<file path="config.mk">
export PLATFORM = sky130hd
export DESIGN_NAME = serial_frame_deserializer
export DESIGN_NICKNAME = d
export VERILOG_FILES = /design/src/rtl/serial_frame_deserializer.sv
export SDC_FILE = /design/constraint.sdc
export NUM_CORES = 1
export LEC_CHECK = 0
export ABC_AREA = 0
export BUFFER_PORTS_ARGS = -buffer_cell sky130_fd_sc_hd__buf_2
export CAP_MARGIN = 15
export CORE_ASPECT_RATIO = 0.8
export CORE_MARGIN = 3
export CORE_UTILIZATION = 40
export CTS_CLUSTER_SIZE = 28
export DETAILED_ROUTE_END_ITERATION = 8
export PLACE_DENSITY_LB_ADDON = 0.3
export RECOVER_POWER = 50
export SLEW_MARGIN = 20
export SYNTH_ARGS = -nofsm -noshare
export SYNTH_HDL_FRONTEND = slang
export SYNTH_SLANG_ARGS = --single-unit
</file>
<file path="constraint.sdc">
create_clock -name clk -period 4.1 [get_ports clk]
set_clock_uncertainty 0.2 [all_clocks]
set_input_delay 0.205 -clock clk [delete_from_list [all_inputs] [get_ports clk]]
set_output_delay 0.205 -clock clk [all_outputs]
set_load 0.005 [all_outputs]
</file>
<file path="src/rtl/serial_frame_deserializer.sv">
// rtl/serial_frame_deserializer.sv - framed serial-to-parallel collector with valid/ready word output
// Optional even-parity bit per frame when PARITY_CHECK_EN is defined.
module serial_frame_deserializer #(
    parameter int n         = 4,
    parameter int MSB_FIRST = 1
) (
    input  logic         clk,
    input  logic         reset_n,
    input  logic         sin,
    input  logic         sin_vld,
    input  logic         sof,
    output logic [n-1:0] dout,
    output logic         dout_vld,
    input  logic         dout_rdy,
    output logic         busy,
    output logic         overrun,
    output logic         parity_err
);
    localparam int CW = $clog2(n + 1);

`ifdef PARITY_CHECK_EN
    typedef enum logic [1:0] {IDLE, SHIFT, PARITY, OUT} state_t;
`else
    typedef enum logic [1:0] {IDLE, SHIFT, OUT} state_t;
`endif

    state_t        state, state_nx;
    logic [n-1:0]  shreg, shreg_nx, dout_nx, shifted;
    logic [CW-1:0] cnt, cnt_nx;
    logic          overrun_nx;

`ifdef PARITY_CHECK_EN
    logic perr, perr_nx;
    assign parity_err = perr;
    assign busy       = (state == SHIFT) || (state == PARITY);
`else
    assign parity_err = 1'b0;
    assign busy       = (state == SHIFT);
`endif
    assign dout_vld = (state == OUT);

    always_comb begin
        state_nx   = state;
        shreg_nx   = shreg;
        cnt_nx     = cnt;
        dout_nx    = dout;
        overrun_nx = 1'b0;
`ifdef PARITY_CHECK_EN
        perr_nx    = perr;
`endif
        if (MSB_FIRST != 0) shifted = {shreg[n-2:0], sin};
        else                shifted = {sin, shreg[n-1:1]};

        case (state)
            IDLE: begin
                if (sin_vld && sof) begin
                    shreg_nx = shifted;
                    cnt_nx   = CW'(1);
                    state_nx = SHIFT;
                end
            end
            SHIFT: begin
                if (sin_vld) begin
                    shreg_nx = shifted;
                    if (sof) begin
                        cnt_nx = CW'(1);
                    end else if (cnt == CW'(n - 1)) begin
                        cnt_nx = CW'(n);
`ifdef PARITY_CHECK_EN
                        state_nx = PARITY;
`else
                        state_nx = OUT;
                        dout_nx  = shifted;
`endif
                    end else begin
                        cnt_nx = cnt + CW'(1);
                    end
                end
            end
`ifdef PARITY_CHECK_EN
            PARITY: begin
                if (sin_vld) begin
                    if (sof) begin
                        shreg_nx = shifted;
                        cnt_nx   = CW'(1);
                        state_nx = SHIFT;
                    end else begin
                        // sin is the parity bit here; the data word is already complete
                        dout_nx  = shreg;
                        perr_nx  = (^shreg) ^ sin;
                        state_nx = OUT;
                    end
                end
            end
`endif
            OUT: begin
                if (dout_rdy) begin
`ifdef PARITY_CHECK_EN
                    perr_nx = 1'b0;
`endif
                    if (sin_vld && sof) begin
                        shreg_nx = shifted;
                        cnt_nx   = CW'(1);
                        state_nx = SHIFT;
                    end else begin
                        cnt_nx   = '0;
                        state_nx = IDLE;
                    end
                end else if (sin_vld) begin
                    overrun_nx = 1'b1;
                end
            end
            default: state_nx = IDLE;
        endcase
    end

    always_ff @(posedge clk or negedge reset_n) begin
        if (!reset_n) begin
            state   <= IDLE;
            shreg   <= '0;
            cnt     <= '0;
            dout    <= '0;
            overrun <= 1'b0;
`ifdef PARITY_CHECK_EN
            perr    <= 1'b0;
`endif
        end else begin
            state   <= state_nx;
            shreg   <= shreg_nx;
            cnt     <= cnt_nx;
            dout    <= dout_nx;
            overrun <= overrun_nx;
`ifdef PARITY_CHECK_EN
            perr    <= perr_nx;
`endif
        end
    end
endmodule

</file>
==> flow_summary.ini, run 1 <==
[run_status]
status = finished, final reports clean

[clock_network]
tritoncts = yes
cts.path.max_buffers = 2
cts_buffers = 3
post-cts-setup-buffers = 0
cts-htree-levels = 1
path_clk_slew_ns = 0.07
cts.sinks = 13
worstSkewPairLatency_ns = 0.27
root_buffer = clkbuf_4

[cells_and_area]
area_growth_pct = 17.72
n_fill_cell = 136
finalNetCount = 89
diodes = 0
layout_commonest_cell = dfrtp_1
layout_common_cells = dfrtp_1 (13), mux2_2 (11), buf_2 (10)
drive_gt1_share_pct = 34.21

[drt]
wl_mm = 1.220
antenna_left = 0
drt_iter0_markers = 11
firstDrtPassIters = 4
wire_per_inst_um = 12.58
viasPerCell = 4.876
post-route-drc-count = 0
vias = 473

[timing]
hold_violations = 0
whs_ns = 0.04087
tns_ns = 0
worst_pin_slew_ns = 0.6654
slew_headroom_pct = 55.64
max_freq_mhz = 485.3
post-route-period-util_pct = 50.26
finalMaxSlewViolations = 0
rsz0062_at_grt = no
period_needed_ns = 2.061
finalSetupViolCount = 0

[global_routing]
grt_first_pass_wirelength_mm = 2.152
grt_overflow = 0
grt_use_total_pct = 12.72
grt_pass1_vias = 457
grt_max_degree = 14
grt_antenna_before_repair = 0

[logic_synthesis]
synth_cell_types = 19
yosysSeqAreaShare_pct = 47.02
syn_area_per_cell_um2 = 11.73
yosys_warnings = 0
ys_ff_latch = 13
yosysTopAreaCell = dfrtp_1
synth_area_um2 = 691.9
syn_nets = 71
synth_top_area_share_pct = 47.02
syn_inst = 59
netlist_top_cells_area = dfrtp_1 (47%), mux2_2 (18%), ha_1 (11%)

[critical_path]
worst-setup-path-type = reg -> reg
critPathRequiredTime_ns = 4.05
startpoint_type = register
reg2reg_from = state[1]
cp_cell_sequence = inv_1, ha_1, nor2b_1, o21ai_0, nor3b_2, mux2_2
reg2regPathDepth = 6
reg2reg_setup_slack_ns = 2.04
slowest_stage = dfrtp_1
cpPeakStageDelay_ns = 0.41
path_delay_family = simple AND/OR/NAND/NOR gates
endpoint_kind = register
cp_num_buf_inv = 1
worstReg2RegEnd = cnt[2]
arrival_ns = 2.02
crit_fanout = 6

[die]
rows = 12
coreArea_um2 = 1501
ioPinCount = 14
die_w_um = 52.50
start_util_pct = 46.08
design.die.area_um2 = 2268
fp.dieH_um = 43.20

[power_and_ir_drop]
power.density_nw_per_um2 = 669.4
p_leak_uw = 0.0004023
ir_drop_uv = 328.3

[placement]
place.gp.congestion = 0.7465
portBuffers = 12
dpl.hpwl_um = 962.2

[worst_hold_path]
hold_path_end = overrun
min_from = sin_vld
holdPathStages = 2
hp-class = in -> reg

[job]
drv_cap = 0
per-stage QoR:
| step | cell area [um^2] | total power [uW] | setup slack [ns] | std cells | util, % |
|---|---|---|---|---|---|
| 2_1_floorplan | 691.9 | 399.1 | 2.199 | 59 | - |
| 3_3_place_gp | 770.7 | 468.8 | 2.071 | 91 | 51.33 |
| 3_5_place_dp | 770.7 | 472.6 | 2.036 | 91 | 51.33 |
| 4_1_cts | 817.0 | 552.3 | 2.040 | 97 | 54.42 |
| 5_1_grt | 814.5 | 593.6 | 1.902 | 97 | 54.25 |
| 6_report | 814.5 | 545.3 | 2.039 | 97 | 54.25 |
synthesized netlist by cell type:
library cell,count
mux2_2,11
nor3b_1,1
inv_1,4
nor2_1,2
nand2b_1,1
nor3b_2,1
dfrtp_1,13
nor2b_4,1
ha_1,6
buf_4,1
conb_1,1
nor2b_1,2
o21ai_0,2
a2111o_1,1
a211oi_1,1
and2_1,1
nand3_1,3
a21oi_1,4
nand2_1,3
area by class of cell:
class,count,area (um^2),area share [%]
flip-flops and latches,13,325.3,39.94
clock buffers,4,26.28,3.226
multi-input cells,41,344.1,42.24
repair buffers,14,77.57,9.524
well taps,21,26.28,3.226
inverters,4,15.01,1.843
kinds of logic (layout without fill, tap and decap cells):
family,after synthesis,after routing,synth area share (%)
buffers and inverters,5,22,3.255
AND/OR/NAND/NOR,15,15,13.38
other,1,1,0.5420
AO/OA/AOI/OAI,8,8,7.053
adder cells (fa/ha/maj),6,6,10.85
flip-flops,13,13,47.02
multiplexers,11,11,17.90
state kept, by name (all words and copies together), names as in the netlist:
signal / flops
shreg: 3
dout: 4
cnt: 3
overrun: 1
state: 2
per-layer routing:
metal,wire [um],vias up,track usage (%)
met4,0,0,0
met1,591,217,18.79
met2,536,19,17.57
met5,0,-,0
li1,-,237,-
met3,93,0,6.316
timing repair:
action / 4_1_cts / 5_1_grt
hold endpoints to repair: 15 / 0
hold buffers: 2 / 0
resized for setup: 0 / 0
worst max path at each step:
stage,start,endpoint,slack [ns],cells past startpoint
after detailed placement,state[1],cnt[1],2.04,6
after floorplan,state[0],cnt[0],2.20,5
final,state[1],cnt[2],2.04,6
after global routing,state[1],cnt[1],1.90,6
after CTS,state[1],cnt[1],2.04,6
after global placement,state[1],cnt[0],2.07,6
report_power, final:
part / total [uW] / internal (uW) / switching, uW
combinational: 252 / 139 / 113
sequential: 218 / 182 / 36.8
clock: 75.2 / 37.6 / 37.6
total: 545 / 358 / 187
No activity file was read; power rests on OpenSTA's default activity.
==> inputs of run 2 (changes only) <==
- ABC_AREA: 0 -> 1
- clock period: 4.1 -> 1.7 ns (I/O delays scaled with it)
==> run 2 against run 1 <==
Against the previous run: critical endpoint is now shreg[0]; maximum frequency grew 31%; wire length up 3.8%; combinational power rose by 140%; design area increased by 8.4%; sequential power up 110%; flip-flop and latch count stayed put.
==> flow_summary.ini, run 2 <==
[drt]
post-route-drc-count = 0
wire_per_inst_um = 9.519
viasPerCell = 4.609
drt_iter0_markers = 18
vias = 613
firstDrtPassIters = 5
wl_mm = 1.266
antenna_left = 0

[cells_and_area]
area_growth_pct = 22.36
largest_reg_flops = 4
largest_register = dout
finalNetCount = 124
diodes = 0
layoutNonFillerInstCount = 133
drive_gt1_share_pct = 17.12
reg_top3 = dout x4, cnt x3, shreg x3
layout_common_cells = nand2_1 (25), inv_1 (14), dfrtp_1 (13)
fin_util_pct = 53.24
layout_commonest_cell = nand2_1

[die]
start_util_pct = 43.51
ioPinCount = 14
fp.dieH_um = 44
coreArea_um2 = 1659
die_w_um = 53.50
design.die.area_um2 = 2354
rows = 13

[clock_network]
root_buffer = clkbuf_4
cts.sinks = 13
cts-htree-levels = 1
tritoncts = yes
cts.path.max_buffers = 2
cts_buffers = 3
path_clk_slew_ns = 0.08
worstSkewPairLatency_ns = 0.27

[power_and_ir_drop]
ir_drop_uv = 767.4
power.density_nw_per_um2 = 1420
power.total_uw = 1255
p_leak_uw = 0.0004674

[run_status]
status = finished, final reports clean

[logic_synthesis]
ys_async_sr_fraction_pct = 100.0
synth_area_um2 = 721.9
syn_nets = 102
syn_inst = 90
yosys_warnings = 0
syn_area_per_cell_um2 = 8.022
synth-compound-area-share_pct = 9.705
synth_flop_cell = dfrtp_1
synth_edf_count = 0
ys_top_cells_by_count = nand2_1 (25), inv_1 (14), dfrtp_1 (13)
synth_xor_area_share_pct = 0
synth_most_common_cell = nand2_1
synthMuxAreaShare_pct = 0
synth_top_family_by_area = simple AND/OR/NAND/NOR gates
ys_ff_latch = 13
yosysTopAreaCell = dfrtp_1
synth_cell_types = 13
netlist_top_cells_area = dfrtp_1 (45%), nand2_1 (13%), ha_1 (10%)
yosysSeqAreaShare_pct = 45.06
synth-simple-area-share_pct = 26.00
synth_top_area_share_pct = 45.06
synthAdderAreaFrac_pct = 10.40

[placement]
dp.cells = 123
portBuffers = 12
dpl.hpwl_um = 973.1
place.gp.congestion = 0.8652

[critical_path]
cp_cell_sequence = inv_1, ha_1, nand2_1, nand2_4, nor2_4, o21ai_0
reg2regPathDepth = 6
slowest_stage = dfrtp_1
cpPeakStageDelay_ns = 0.42
startpoint_type = register
reg2reg_setup_slack_ns = 0.13
critPathRequiredTime_ns = 1.65
endpoint_kind = register
worst-setup-path-type = reg -> reg
crit_fanout = 6
arrival_ns = 1.53

[timing]
whs_ns = 0.02614
finalMaxSlewViolations = 0
slew_headroom_pct = 54.51
period_needed_ns = 1.573
finalSetupViolCount = 0
worst_pin_slew_ns = 0.6824
max_freq_mhz = 635.8
post-route-period-util_pct = 92.52
hold_violations = 0

[worst_hold_path]
hp-class = in -> reg
holdPathStages = 5

[job]
drv_cap = 0

[global_routing]
grt_use_total_pct = 12.13
grt_max_degree = 14
grt_pass1_vias = 491
grt_overflow = 0
grt_antenna_before_repair = 0
grt_first_pass_wirelength_mm = 2.007
## run 2: cell count changes in the layout (fill, tap and decap cells not counted), moves of 3 or more
cell / before / now
nor2_1: 2 / 5
nand2_1: 3 / 25
mux2_2: 11 / 0
nand3_1: 3 / 7
o21ai_0: 2 / 11
inv_1: 4 / 14
## run 2: layer usage
| metal | GRT usage (%) | vias to the layer above | part of all wire (%) |
|---|---|---|---|
| li1 | - | 322 | - |
| met1 | 16.41 | 279 | 48 |
| met2 | 16.38 | 10 | 46 |
| met3 | 6.186 | 2 | 5.5 |
| met4 | 4.592 | 0 | 0.71 |
| met5 | 0 | - | 0 |
## run 2: kinds of logic after synthesis
kind of cell	after synthesis
AND/OR/NAND/NOR	41
buffers and inverters	15
AO/OA/AOI/OAI	14
flip-flops	13
adder cells (fa/ha/maj)	6
other	1
## run 2: per-stage QoR
step	cell area (um^2)	setup TNS [ns]	setup slack, ns
final	883.3	0	0.1272
after global routing	883.3	-0.01961	-0.01223
after CTS	868.3	0	0.04233
after detailed placement	802.0	0	0.02688
after global placement	802.0	0	0.07682
after floorplan	721.9	0	0.2355
## run 2: final timing paths
check | startpoint | endpoint
worst max-delay path | state[0] | shreg[0]
worst max register to register | state[0] | shreg[0]
min in group asynchronous | reset_n | cnt[1]
max in group asynchronous | reset_n | state[1]
worst min-delay path | sof | cnt[0]
worst min register to register | dout[0] | dout[0]
## run 2: layout make-up
| cell class | instances | area (um^2) |
|---|---|---|
| Inverter | 14 | 52.55 |
| Fill cell | 166 | 775.7 |
| Clock buffer | 4 | 26.28 |
| Multi-Input combinational cell | 62 | 339.1 |
| Sequential cell | 13 | 325.3 |
| Timing Repair Buffer | 18 | 112.6 |
| Tap cell | 22 | 27.53 |
## run 2: timing repair
action / CTS / global route
setup buffers: 0 / 2
endpoints found under the hold margin: 16 / 0
resized for setup: 0 / 2
hold buffers: 4 / 0
endpoints found under the setup margin: 0 / 11
## run 2: where the power goes
part	internal, uW	switching (uW)	leakage (uW)	total, uW
clock	90.9	93.8	0.0000150	185
combinational	242	361	0.000281	603
sequential	406	61.1	0.000172	467
## run 2: critical path, delay by kind of cell, from the launching register on
family          cells  cell delay [ns]
compound gates      1             0.09
fa+ha+maj           1             0.24
buf+inv             1             0.10
flops               1             0.42
simple gates        3             0.39
==> inputs of run 3 (changes only) <==
- CORE_ASPECT_RATIO: 0.8 -> unset
- CORE_UTILIZATION: 40 -> 47
==> run 3 against run 2 <==
Against the previous run: die area decreased by 13%; non-clock buffer count decreased by 1; power decreased by 0.51%; highest routed layer is now met3; critical path type unchanged; largest power group unchanged; global-route usage increased by 3.3 points.
==> flow_summary.ini, run 3 (same netlist as run 2, synthesis figures left out) <==
[die]
ioPinCount = 14
coreArea_um2 = 1366
rows = 13
die_w_um = 45.19
design.die.area_um2 = 2042
start_util_pct = 52.84
fp.dieH_um = 45.19

[critical_path]
reg2reg_from = state[1]
endpoint_kind = register
worst-setup-path-type = reg -> reg
reg2reg_setup_slack_ns = 0.15
cp_num_buf_inv = 1
crit_fanout = 8
worstReg2RegEnd = shreg[2]
startpoint_type = register
arrival_ns = 1.52
critPathRequiredTime_ns = 1.67
path_delay_family = flip-flops
cpPeakStageDelay_ns = 0.42
slowest_stage = dfrtp_1
cp_cell_sequence = inv_1, ha_2, nand2_1, nand2_4, nor2_4, o21ai_0
reg2regPathDepth = 6

[cells_and_area]
reg_top3 = dout x4, cnt x3, shreg x3
diodes = 0
layout_common_cells = nand2_1 (24), inv_1 (14), dfrtp_1 (13)
n_fill_cell = 127
layout_commonest_cell = nand2_1
largest_reg_flops = 4
finalNetCount = 123
area_growth_pct = 20.28
largest_register = dout
drive_gt1_share_pct = 16.36

[power_and_ir_drop]
netSwitchingFraction_pct = 41.72
power.density_nw_per_um2 = 1437
ir_drop_uv = 739.5
p_switching_uw = 520.7
p_int_uw = 727.5
pwr-share-comb_pct = 47.6
clockPowerShare_pct = 14.7
p_seq_share_pct = 37.7
p_leak_uw = 0.0004581

[clock_network]
cts-htree-levels = 1
path_clk_slew_ns = 0.07
worstSkewPairLatency_ns = 0.27
root_buffer = clkbuf_4
tritoncts = yes
cts_buffers = 3
cts.path.max_buffers = 2
cts.sinks = 13

[global_routing]
grt_first_pass_wirelength_mm = 2.304
grt_max_degree = 14
grt_pass1_vias = 567
grt_use_total_pct = 15.44
grt_overflow = 0
grt_antenna_before_repair = 0

[drt]
firstDrtPassIters = 4
antenna_left = 0
wl_met3_um = 74
wl_met1_um = 608
met2RoutedLength_um = 668
post-route-drc-count = 0
wire_per_inst_um = 10.81
vias = 606
drt_iter0_markers = 7
wl_mm = 1.351
viasPerCell = 4.848
routed.top_layer = met3

[worst_hold_path]
hp-class = in -> reg
holdPathStages = 4
hold_path_end = state[0]
min_from = sof

[placement]
dpl.hpwl_mm = 1.057
portBuffers = 12
place.gp.congestion = 0.8641

[timing]
slew_headroom_pct = 55.17
finalMaxSlewViolations = 0
max_freq_mhz = 645.4
finalSetupViolCount = 0
tns_ns = 0
worst_pin_slew_ns = 0.6725
post-route-period-util_pct = 91.15
hold_violations = 0
whs_ns = 0.03525
rsz0062_at_grt = no
period_needed_ns = 1.549

[job]
drv_cap = 0

[run_status]
status = finished, final reports clean
run 3: cell types whose count changed in the layout (fill, tap and decap cells not counted), sizes merged:
cell,change
buf,-2
clkbuf,+1
run 3: power groups by stage:
| stage | Sequential (uW) | Clock (uW) | Combinational (uW) |
|---|---|---|---|
| floorplan | 464 | 0 | 434 |
| global placement | 470 | 0 | 571 |
| detailed placement | 474 | 0 | 585 |
| CTS | 469 | 195 | 595 |
| global route | 483 | 207 | 691 |
| finish | 471 | 183 | 594 |
run 3: per-stage QoR:
step | setup WS [ns] | instance area [um^2] | power [uW] | utilization (%) | std cells
floorplan | 0.2355 | 721.9 | 898.0 | - | 90
global placement | 0.09970 | 793.3 | 1042 | 58.06 | 116
detailed placement | 0.06628 | 793.3 | 1059 | 58.06 | 116
CTS | 0.03768 | 859.6 | 1259 | 62.91 | 124
global route | 0.01252 | 868.3 | 1381 | 63.55 | 125
finish | 0.1505 | 868.3 | 1248 | 63.55 | 125
run 3: worst max path at each step:
stage / startpoint / to / slack, ns / depth (start not counted)
global placement: state[1] / dout[2] / 0.1 / 5
CTS: state[1] / shreg[2] / 0.04 / 6
detailed placement: state[1] / dout[0] / 0.07 / 4
global route: state[0] / shreg[2] / 0.01 / 7
floorplan: state[1] / state[0] / 0.24 / 7
finish: state[1] / shreg[2] / 0.15 / 6
run 3: per-layer routing:
layer,track usage [%],up-vias
met1,20.25,273
li1,-,321
met2,24.86,12
met3,5.976,0
met5,0,-
met4,1.754,0
run 3: final cells by class:
cell class                      count  area, um^2  share of cell area (%)
Timing Repair Buffer               17       103.9                   11.96
Clock buffer                        4       26.28                   3.026
Sequential cell                    13       325.3                   37.46
Multi-Input combinational cell     62       341.6                   39.34
Tap cell                           15       18.77                   2.161
Inverter                           14       52.55                   6.052
run 3: worst reg2reg max path: cells and delay by family (launching register included):
family                     cells  cell delay [ns]
adders and majority gates      1             0.25
DFF                            1             0.42
AOI/OAI and AO/OA              1             0.19
and+or+nand+nor                3             0.30
buffers and inverters          1             0.10
run 3: timing repair:
item                       4_1_cts  5_1_grt
setup endpoints to repair        0       10
hold buffers                     4        0
setup buffers                    0        1
hold endpoints to repair        16        0
resized for setup                0        3
